File: src/rtl/adc0804_sampler_if.sv
// ADC0804 parallel bus: chip select, write/read strobes, end-of-conversion and data byte.
// The master side is the conversion controller; the slave side is the converter.
interface adc0804_sampler_if;
  logic       adc_cs_n;
  logic       adc_wr_n;
  logic       adc_rd_n;
  logic       adc_intr_n;
  logic [7:0] adc_data;

  modport master (
    output adc_cs_n,
    output adc_wr_n,
    output adc_rd_n,
    input  adc_intr_n,
    input  adc_data
  );

  modport slave (
    input  adc_cs_n,
    input  adc_wr_n,
    input  adc_rd_n,
    output adc_intr_n,
    output adc_data
  );
endinterface

File: src/rtl/adc0804_sampler.sv
// Paced ADC0804 conversion controller: start (CS/WR), wait for INTR, read (CS/RD), strobe result.
// Define ADC_AVG4_EN to output a 4-tap boxcar average, one clock later than the raw result.
module adc0804_sampler #(
  parameter int SAMPLE_DIV     = 25000,
  parameter int WR_CYCLES      = 3,
  parameter int RD_CYCLES      = 5,
  parameter int TIMEOUT_CYCLES = 5000
) (
  input  logic              clk,
  input  logic              reset_n,
  input  logic              enable,
  adc0804_sampler_if.master adc,
  output logic [7:0]        sample,
  output logic              sample_valid,
  output logic              busy,
  output logic              timeout_err,
  output logic              overrun
);
  localparam int DIV_W   = (SAMPLE_DIV > 1) ? $clog2(SAMPLE_DIV) : 1;
  localparam int MAX_WR  = (WR_CYCLES > RD_CYCLES) ? WR_CYCLES : RD_CYCLES;
  localparam int CNT_MAX = (TIMEOUT_CYCLES > MAX_WR) ? TIMEOUT_CYCLES : MAX_WR;
  localparam int CNT_W   = $clog2(CNT_MAX) + 1;

  typedef enum logic [1:0] {S_IDLE, S_START, S_WAIT, S_READ} state_t;

  state_t           state, state_nx;
  logic [DIV_W-1:0] div_cnt;
  logic [CNT_W-1:0] cnt, cnt_nx;
  logic             tick;
  logic             intr_meta, intr_sync;
  logic             capture, to_fire;

  assign tick = enable && (div_cnt == DIV_W'(SAMPLE_DIV - 1));

  always_ff @(posedge clk or negedge reset_n) begin
    if (!reset_n)           div_cnt <= '0;
    else if (!enable || tick) div_cnt <= '0;
    else                    div_cnt <= div_cnt + 1'b1;
  end

  always_ff @(posedge clk or negedge reset_n) begin
    if (!reset_n) begin
      intr_meta <= 1'b1;
      intr_sync <= 1'b1;
    end else begin
      intr_meta <= adc.adc_intr_n;
      intr_sync <= intr_meta;
    end
  end

  // One shared counter times the WR pulse, the INTR timeout and the RD access.
  always_comb begin
    state_nx = state;
    cnt_nx   = cnt + 1'b1;
    capture  = 1'b0;
    to_fire  = 1'b0;
    case (state)
      S_IDLE: begin
        cnt_nx = '0;
        if (tick) state_nx = S_START;
      end
      S_START: begin
        if (cnt == CNT_W'(WR_CYCLES - 1)) begin
          state_nx = S_WAIT;
          cnt_nx   = '0;
        end
      end
      S_WAIT: begin
        if (!intr_sync) begin
          state_nx = S_READ;
          cnt_nx   = '0;
        end else if (cnt == CNT_W'(TIMEOUT_CYCLES - 1)) begin
          state_nx = S_IDLE;
          cnt_nx   = '0;
          to_fire  = 1'b1;
        end
      end
      S_READ: begin
        if (cnt == CNT_W'(RD_CYCLES - 1)) begin
          state_nx = S_IDLE;
          cnt_nx   = '0;
          capture  = 1'b1;
        end
      end
      default: begin
        state_nx = S_IDLE;
        cnt_nx   = '0;
      end
    endcase
  end

  // Strobes are registered from the next state so the ADC pins never glitch.
  always_ff @(posedge clk or negedge reset_n) begin
    if (!reset_n) begin
      state        <= S_IDLE;
      cnt          <= '0;
      adc.adc_cs_n <= 1'b1;
      adc.adc_wr_n <= 1'b1;
      adc.adc_rd_n <= 1'b1;
      busy         <= 1'b0;
      timeout_err  <= 1'b0;
      overrun      <= 1'b0;
    end else begin
      state        <= state_nx;
      cnt          <= cnt_nx;
      adc.adc_cs_n <= !((state_nx == S_START) || (state_nx == S_READ));
      adc.adc_wr_n <= (state_nx != S_START);
      adc.adc_rd_n <= (state_nx != S_READ);
      busy         <= (state_nx != S_IDLE);
      if (to_fire)                     timeout_err <= 1'b1;
      if (tick && (state != S_IDLE))   overrun     <= 1'b1;
    end
  end

`ifdef ADC_AVG4_EN
  function automatic logic [7:0] avg4(input logic [7:0] a, input logic [7:0] b,
                                      input logic [7:0] c, input logic [7:0] d);
    logic [9:0] sum;
    sum = 10'(a) + 10'(b) + 10'(c) + 10'(d);
    return 8'(sum >> 2);
  endfunction

  logic [7:0] hist0_p0, hist1_p0, hist2_p0, hist3_p0;
  logic       vld_p0;

  // Stage p0: shift the raw capture into the history.
  always_ff @(posedge clk or negedge reset_n) begin
    if (!reset_n) begin
      hist0_p0 <= 8'h00;
      hist1_p0 <= 8'h00;
      hist2_p0 <= 8'h00;
      hist3_p0 <= 8'h00;
      vld_p0   <= 1'b0;
    end else begin
      vld_p0 <= capture;
      if (capture) begin
        hist0_p0 <= adc.adc_data;
        hist1_p0 <= hist0_p0;
        hist2_p0 <= hist1_p0;
        hist3_p0 <= hist2_p0;
      end
    end
  end

  // Stage p1: truncated average of the four most recent captures.
  always_ff @(posedge clk or negedge reset_n) begin
    if (!reset_n) begin
      sample       <= 8'h00;
      sample_valid <= 1'b0;
    end else begin
      sample_valid <= vld_p0;
      if (vld_p0) sample <= avg4(hist0_p0, hist1_p0, hist2_p0, hist3_p0);
    end
  end
`else
  always_ff @(posedge clk or negedge reset_n) begin
    if (!reset_n) begin
      sample       <= 8'h00;
      sample_valid <= 1'b0;
    end else begin
      sample_valid <= capture;
      if (capture) sample <= adc.adc_data;
    end
  end
`endif
endmodule
File: src/flat_wrapper.sv
// flat-port wrapper written by rule: the top's interface ports become plain ports
module adc0804_sampler_flat 
#(
  parameter int SAMPLE_DIV     = 25000,
  parameter int WR_CYCLES      = 3,
  parameter int RD_CYCLES      = 5,
  parameter int TIMEOUT_CYCLES = 5000
)
  (clk, reset_n, enable, sample, sample_valid, busy, timeout_err, overrun, adc_adc_cs_n, adc_adc_wr_n, adc_adc_rd_n, adc_adc_intr_n, adc_adc_data);
  adc0804_sampler_if adc_i ();
  input  logic clk;
  input  logic reset_n;
  input  logic enable;
  output logic [7:0] sample;
  output logic sample_valid;
  output logic busy;
  output logic timeout_err;
  output logic overrun;
  output wire logic [$bits(adc_i.adc_cs_n)-1:0] adc_adc_cs_n;
  output wire logic [$bits(adc_i.adc_wr_n)-1:0] adc_adc_wr_n;
  output wire logic [$bits(adc_i.adc_rd_n)-1:0] adc_adc_rd_n;
  input wire logic [$bits(adc_i.adc_intr_n)-1:0] adc_adc_intr_n;
  input wire logic [$bits(adc_i.adc_data)-1:0] adc_adc_data;
  assign adc_adc_cs_n = adc_i.adc_cs_n;
  assign adc_adc_wr_n = adc_i.adc_wr_n;
  assign adc_adc_rd_n = adc_i.adc_rd_n;
  assign adc_i.adc_intr_n = adc_adc_intr_n;
  assign adc_i.adc_data = adc_adc_data;
  adc0804_sampler #(.SAMPLE_DIV(SAMPLE_DIV), .WR_CYCLES(WR_CYCLES), .RD_CYCLES(RD_CYCLES), .TIMEOUT_CYCLES(TIMEOUT_CYCLES)) u_core (.clk(clk), .reset_n(reset_n), .enable(enable), .adc(adc_i), .sample(sample), .sample_valid(sample_valid), .busy(busy), .timeout_err(timeout_err), .overrun(overrun));
endmodule
File: config.mk
export PLATFORM = sky130hd
export DESIGN_NAME = adc0804_sampler_flat
export DESIGN_NICKNAME = d
export VERILOG_FILES = /design/src/rtl/adc0804_sampler_if.sv /design/src/rtl/adc0804_sampler.sv /design/src/flat_wrapper.sv
export SDC_FILE = /design/constraint.sdc
export NUM_CORES = 1
export LEC_CHECK = 0
export CAP_MARGIN = 20
export CORE_UTILIZATION = 45
export CTS_BUF_LIST = sky130_fd_sc_hd__clkbuf_16
export DETAILED_ROUTE_END_ITERATION = 10
export PLACE_DENSITY = 0.76
export SYNTH_ARGS = -nofsm -noshare
export SYNTH_HDL_FRONTEND = slang
export SYNTH_SLANG_ARGS = --single-unit
File: constraint.sdc
create_clock -name clk -period 4.22 [get_ports clk]
set_input_delay 0.422 -clock clk [delete_from_list [all_inputs] [get_ports clk]]
set_output_delay 0.422 -clock clk [all_outputs]
set_load 0.02 [all_outputs]
==> flow_summary.html <==
<table>
<tr><th>Metric</th><th>Value</th></tr>
<tr><th colspan="2">Yosys</th></tr>
<tr><td>Compound-Gate Fraction of Synth Area</td><td>7.967%</td></tr>
<tr><td>Cell variety after synth</td><td>41</td></tr>
<tr><td>Top cells by area in the synthesized netlist</td><td>sky130_fd_sc_hd__dfrtp_1 (48%), sky130_fd_sc_hd__dfstp_2 (5.8%), sky130_fd_sc_hd__xnor2_1 (5.1%)</td></tr>
<tr><td>Post-synthesis simple-gate area fraction</td><td>20.45%</td></tr>
<tr><td>Post-Synthesis Cell Area</td><td>2246 um2</td></tr>
<tr><td>Synthesized net count</td><td>220</td></tr>
<tr><td>Fraction of the yosys area taken by sequential cells</td><td>53.76%</td></tr>
<tr><td>Syn_area_per_cell</td><td>11.01 um2</td></tr>
<tr><td>Synthesis Warnings</td><td>0</td></tr>
<tr><td>Area fraction of the dominant cell type after synthesis</td><td>47.91%</td></tr>
<tr><td>Multiplexer share of the synthesized area</td><td>4.011%</td></tr>
<tr><td>Synth area leader</td><td>sky130_fd_sc_hd__dfrtp_1</td></tr>
<tr><td>Post-Synth XOR/XNOR Area</td><td>8.969%</td></tr>
<tr><td>Share of synthesized cell area in full adder, half adder and majority cells</td><td>2.228%</td></tr>
<tr><td>Combinational family with the most area after synthesis</td><td>simple AND/OR/NAND/NOR gates</td></tr>
<tr><td>Seq cells post-synth</td><td>48</td></tr>
<tr><td>Synthesized netlist cell count</td><td>204</td></tr>
<tr><th colspan="2">Layout</th></tr>
<tr><td>Layout-stage area growth over the synthesis result</td><td>20.61%</td></tr>
<tr><td>Top library cells by usage in the layout, fill and taps aside</td><td>sky130_fd_sc_hd__dfrtp_1 (43), sky130_fd_sc_hd__clkdlybuf4s50_1 (25), sky130_fd_sc_hd__nor2_1 (19), sky130_fd_sc_hd__a21oi_1 (15), sky130_fd_sc_hd__xnor2_1 (13)</td></tr>
<tr><td>Fraction of final layout cells with drive strength greater than 1</td><td>12.88%</td></tr>
<tr><td>Total number of nets in the final design</td><td>248</td></tr>
<tr><td>Final cell utilization of the core</td><td>56.97%</td></tr>
<tr><td>Number of diodes</td><td>0</td></tr>
<tr><td>Most frequent standard cell in the layout excluding fill and tap cells</td><td>sky130_fd_sc_hd__dfrtp_1</td></tr>
<tr><td>Layout filler cell count</td><td>425</td></tr>
<tr><th colspan="2">Global routing</th></tr>
<tr><td>Largest net degree at the start of global routing</td><td>49</td></tr>
<tr><td>Initial antenna violation count</td><td>0</td></tr>
<tr><td>Tot GR Track Use</td><td>18.24%</td></tr>
<tr><td>Number of global-route vias before repair</td><td>1545</td></tr>
<tr><td>Wire length of the first global-routing pass</td><td>7.245 mm</td></tr>
<tr><td>GR Overflow Total</td><td>0</td></tr>
<tr><th colspan="2">Timing</th></tr>
<tr><td>Max-slew violation total from the final report</td><td>0</td></tr>
<tr><td>Final count of negative-setup-slack endpoints</td><td>0</td></tr>
<tr><td>Final min period</td><td>2.131 ns</td></tr>
<tr><td>Setup repair after global routing missed its margin</td><td>false</td></tr>
<tr><td>Worst setup skew after layout</td><td>0.004165 ns</td></tr>
<tr><td>Number of endpoints with negative hold slack in the final report</td><td>0</td></tr>
<tr><td>Peak Freq</td><td>0.4693 GHz</td></tr>
<tr><td>Final period util</td><td>50.50%</td></tr>
<tr><td>Max_slew headroom</td><td>36.59%</td></tr>
<tr><td>Least-Margin Pin Slew</td><td>0.9448 ns</td></tr>
<tr><td>Setup_tns</td><td>0 ns</td></tr>
<tr><th colspan="2">Die</th></tr>
<tr><td>Core box area</td><td>4755 um2</td></tr>
<tr><td>Initial Util</td><td>47.24%</td></tr>
<tr><td>Die Ht</td><td>72.65 um</td></tr>
<tr><td>Die Width</td><td>72.65 um</td></tr>
<tr><td>DIE AREA</td><td>5277 um2</td></tr>
<tr><td>Top Ports</td><td>27</td></tr>
<tr><td>Number of placement rows</td><td>25</td></tr>
<tr><th colspan="2">Worst setup path</th></tr>
<tr><td>CP Data Arrival Time</td><td>2.24 ns</td></tr>
<tr><td>Max Fanout on Critical Path</td><td>14</td></tr>
<tr><td>Required time reported for the critical path endpoint</td><td>4.33 ns</td></tr>
<tr><td>Type of element capturing the critical path</td><td>flop</td></tr>
<tr><td>Critical Path Max Stage Delay</td><td>0.76 ns</td></tr>
<tr><td>CP Launch Type</td><td>flop</td></tr>
<tr><td>Critical path class</td><td>reg -&gt; reg</td></tr>
<tr><td>Critical-path cell list</td><td>nor3_1 &gt; nand4_1 &gt; o21ai_1 &gt; a21boi_0</td></tr>
<tr><td>Cell with the biggest individual delay on the critical path</td><td>sky130_fd_sc_hd__o21ai_1</td></tr>
<tr><th colspan="2">Routing</th></tr>
<tr><td>Remaining antenna violation count after routing</td><td>0</td></tr>
<tr><td>Vias after detailed routing</td><td>1575</td></tr>
<tr><td>Via density</td><td>5.250</td></tr>
<tr><td>Detailed-router iteration count before antenna repair</td><td>4</td></tr>
<tr><td>DRC violation count after routing</td><td>0</td></tr>
<tr><td>Detailed Route Iter0 Violations</td><td>76</td></tr>
<tr><td>Wire length per cell after detailed routing</td><td>14.07 um</td></tr>
<tr><td>Total Routed Length</td><td>4.222 mm</td></tr>
<tr><th colspan="2">Clock tree</th></tr>
<tr><td>H-tree level count</td><td>2</td></tr>
<tr><td>Clock root cell</td><td>sky130_fd_sc_hd__clkbuf_16</td></tr>
<tr><td>Sinks on the clock net</td><td>48</td></tr>
<tr><td>Number of buffers inserted for hold repair after clock tree synthesis</td><td>0</td></tr>
<tr><td>Cts repair resizes</td><td>0</td></tr>
<tr><td>Number of CTS-inserted buffers</td><td>5</td></tr>
<tr><td>Worst-case clock buffer depth</td><td>2</td></tr>
<tr><td>Count of buffers added by post-CTS timing repair for setup</td><td>0</td></tr>
<tr><td>Insertion delay of the later-clocked pin in the worst-skew pair</td><td>0.28 ns</td></tr>
<tr><td>TritonCTS clock tree</td><td>done</td></tr>
<tr><td>CTS clock-pin slew for the worst setup and hold paths</td><td>0.06 ns</td></tr>
<tr><th colspan="2">Min path</th></tr>
<tr><td>Path class of the lowest-slack min-delay path</td><td>in -&gt; async</td></tr>
<tr><th colspan="2">Pwr</th></tr>
<tr><td>IR Drop Worst-Case VDD</td><td>244.5 uV</td></tr>
<tr><td>Leak</td><td>1.104 nW</td></tr>
<tr><td>Power per standard cell area</td><td>319.7 nW/um2</td></tr>
<tr><th colspan="2">Place</th></tr>
<tr><td>Global placer's final weighted congestion</td><td>0.7852</td></tr>
<tr><td>Count of buffers inserted at the top-level ports</td><td>26</td></tr>
<tr><td>Estimated wirelength of the detail-placed design</td><td>2.962 mm</td></tr>
<tr><th colspan="2">Run</th></tr>
<tr><td># Max-Cap Violations</td><td>0</td></tr>
<tr><th colspan="2">Run status</th></tr>
<tr><td>Result of the run</td><td>completed</td></tr>
</table>
-- worst max-delay path: cells and delay by family (launching register included) --
kind	cells	cell delay, ns
AND/OR/NAND/NOR	2	0.58
flip-flops	1	0.40
AO/OA/AOI/OAI	2	0.97
-- kinds of logic (layout without fill, tap and decap cells) --
group / after synthesis / in the layout
compound gates: 28 / 28
mux: 8 / 8
flops: 48 / 48
simple gates: 81 / 81
fa+ha+maj: 4 / 4
buf+inv: 12 / 41
xor+xnor: 23 / 23
-- area by class of cell --
type                            count  area (um2)  area share, %
Clock inverter                      3       15.01         0.5543
Clock buffer                        5       125.1          4.619
Inverter                            6       22.52         0.8314
Multi-Input combinational cell    144       979.7          36.17
Timing Repair Buffer               27       275.3          10.16
Sequential cell                    48        1207          44.57
Tap cell                           67       83.83          3.095
-- flip-flops by register name, summed over array words and instances, names as in the netlist --
name and count:
u_core.overrun 1, u_core.state 2, u_core.cnt 14, u_core.intr_meta 1, u_core.div_cnt 15, u_core.sample_valid 1, u_core.adc.adc_wr_n 1, u_core.timeout_err 1
u_core.adc.adc_cs_n 1, u_core.busy 1, u_core.adc.adc_rd_n 1, u_core.sample 8, u_core.intr_sync 1
-- synthesized netlist by cell type --
| master | instances |
|---|---|
| sky130_fd_sc_hd__a21boi_0 | 1 |
| sky130_fd_sc_hd__a21oi_1 | 15 |
| sky130_fd_sc_hd__a2bb2oi_1 | 1 |
| sky130_fd_sc_hd__and2_1 | 1 |
| sky130_fd_sc_hd__and3_1 | 5 |
| sky130_fd_sc_hd__and3_2 | 1 |
| sky130_fd_sc_hd__and4_1 | 1 |
| sky130_fd_sc_hd__and4b_1 | 1 |
| sky130_fd_sc_hd__buf_2 | 5 |
| sky130_fd_sc_hd__buf_6 | 1 |
| sky130_fd_sc_hd__dfrtp_1 | 43 |
| sky130_fd_sc_hd__dfstp_2 | 5 |
| sky130_fd_sc_hd__ha_1 | 4 |
| sky130_fd_sc_hd__inv_1 | 6 |
| sky130_fd_sc_hd__mux2_2 | 8 |
| sky130_fd_sc_hd__nand2_1 | 11 |
| sky130_fd_sc_hd__nand2b_1 | 1 |
| sky130_fd_sc_hd__nand3_1 | 11 |
| sky130_fd_sc_hd__nand3_2 | 1 |
| sky130_fd_sc_hd__nand4_1 | 7 |
| sky130_fd_sc_hd__nand4_2 | 1 |
| sky130_fd_sc_hd__nor2_1 | 19 |
| sky130_fd_sc_hd__nor2_2 | 1 |
| sky130_fd_sc_hd__nor2b_1 | 1 |
| sky130_fd_sc_hd__nor3_1 | 8 |
| sky130_fd_sc_hd__nor4_1 | 2 |
| sky130_fd_sc_hd__nor4_2 | 1 |
| sky130_fd_sc_hd__nor4_4 | 1 |
| sky130_fd_sc_hd__nor4b_1 | 3 |
| sky130_fd_sc_hd__o211ai_1 | 2 |
| sky130_fd_sc_hd__o21ai_0 | 2 |
| sky130_fd_sc_hd__o21ai_1 | 1 |
| sky130_fd_sc_hd__o21bai_1 | 2 |
| sky130_fd_sc_hd__o2bb2ai_1 | 1 |
| sky130_fd_sc_hd__o31a_1 | 2 |
| sky130_fd_sc_hd__o32ai_2 | 1 |
| sky130_fd_sc_hd__or2_2 | 1 |
| sky130_fd_sc_hd__or3_1 | 2 |
| sky130_fd_sc_hd__or3_4 | 1 |
| sky130_fd_sc_hd__xnor2_1 | 13 |
| sky130_fd_sc_hd__xor2_1 | 10 |
-- per-stage QoR --
stage                     hold WS [ns]  instance area (um2)  instances  worst slack, ns  total power [mW]
after global placement          0.3478                 2549        291            2.216            0.5000
after CTS                       0.3441                 2689        299            2.136            0.8769
after global routing            0.1035                 2709        300            1.962            0.9032
after detailed placement        0.3531                 2549        291            2.144            0.5005
after floorplan                 0.1264                 2246        204            2.577            0.4805
final                          0.07585                 2709        300            2.089            0.8661
-- per-layer routing --
metal  share of wire, %  wire [um]  GRT usage [%]
met1                 46       1929          23.91
met2                 50       2117          29.18
met3                3.1        132          5.110
met4                1.0         44          6.318
met5                  0          0              0
-- power by group --
group          internal (mW)  leakage (nW)  switching [mW]
clock network          0.215        0.0687           0.157
logic                 0.0128         0.384          0.0139
registers              0.464         0.651         0.00268
total                  0.692          1.10           0.174
-- worst paths after layout --
kind / from / end / slack [ns] / depth (start not counted)
max in group asynchronous: reset_n / u_core.intr_meta / 3.57 / 2
min in group clk: u_core.intr_meta / u_core.intr_sync / 0.36 / 0
hold reg to reg: u_core.intr_meta / u_core.intr_sync / 0.36 / 0
hold / removal: reset_n / u_core.div_cnt[1] / 0.08 / 1
setup / recovery: u_core.cnt[10] / u_core.cnt[1] / 2.09 / 4
setup reg to reg: u_core.cnt[10] / u_core.cnt[1] / 2.09 / 4
Note: power is estimated with default switching activity, not from simulation.
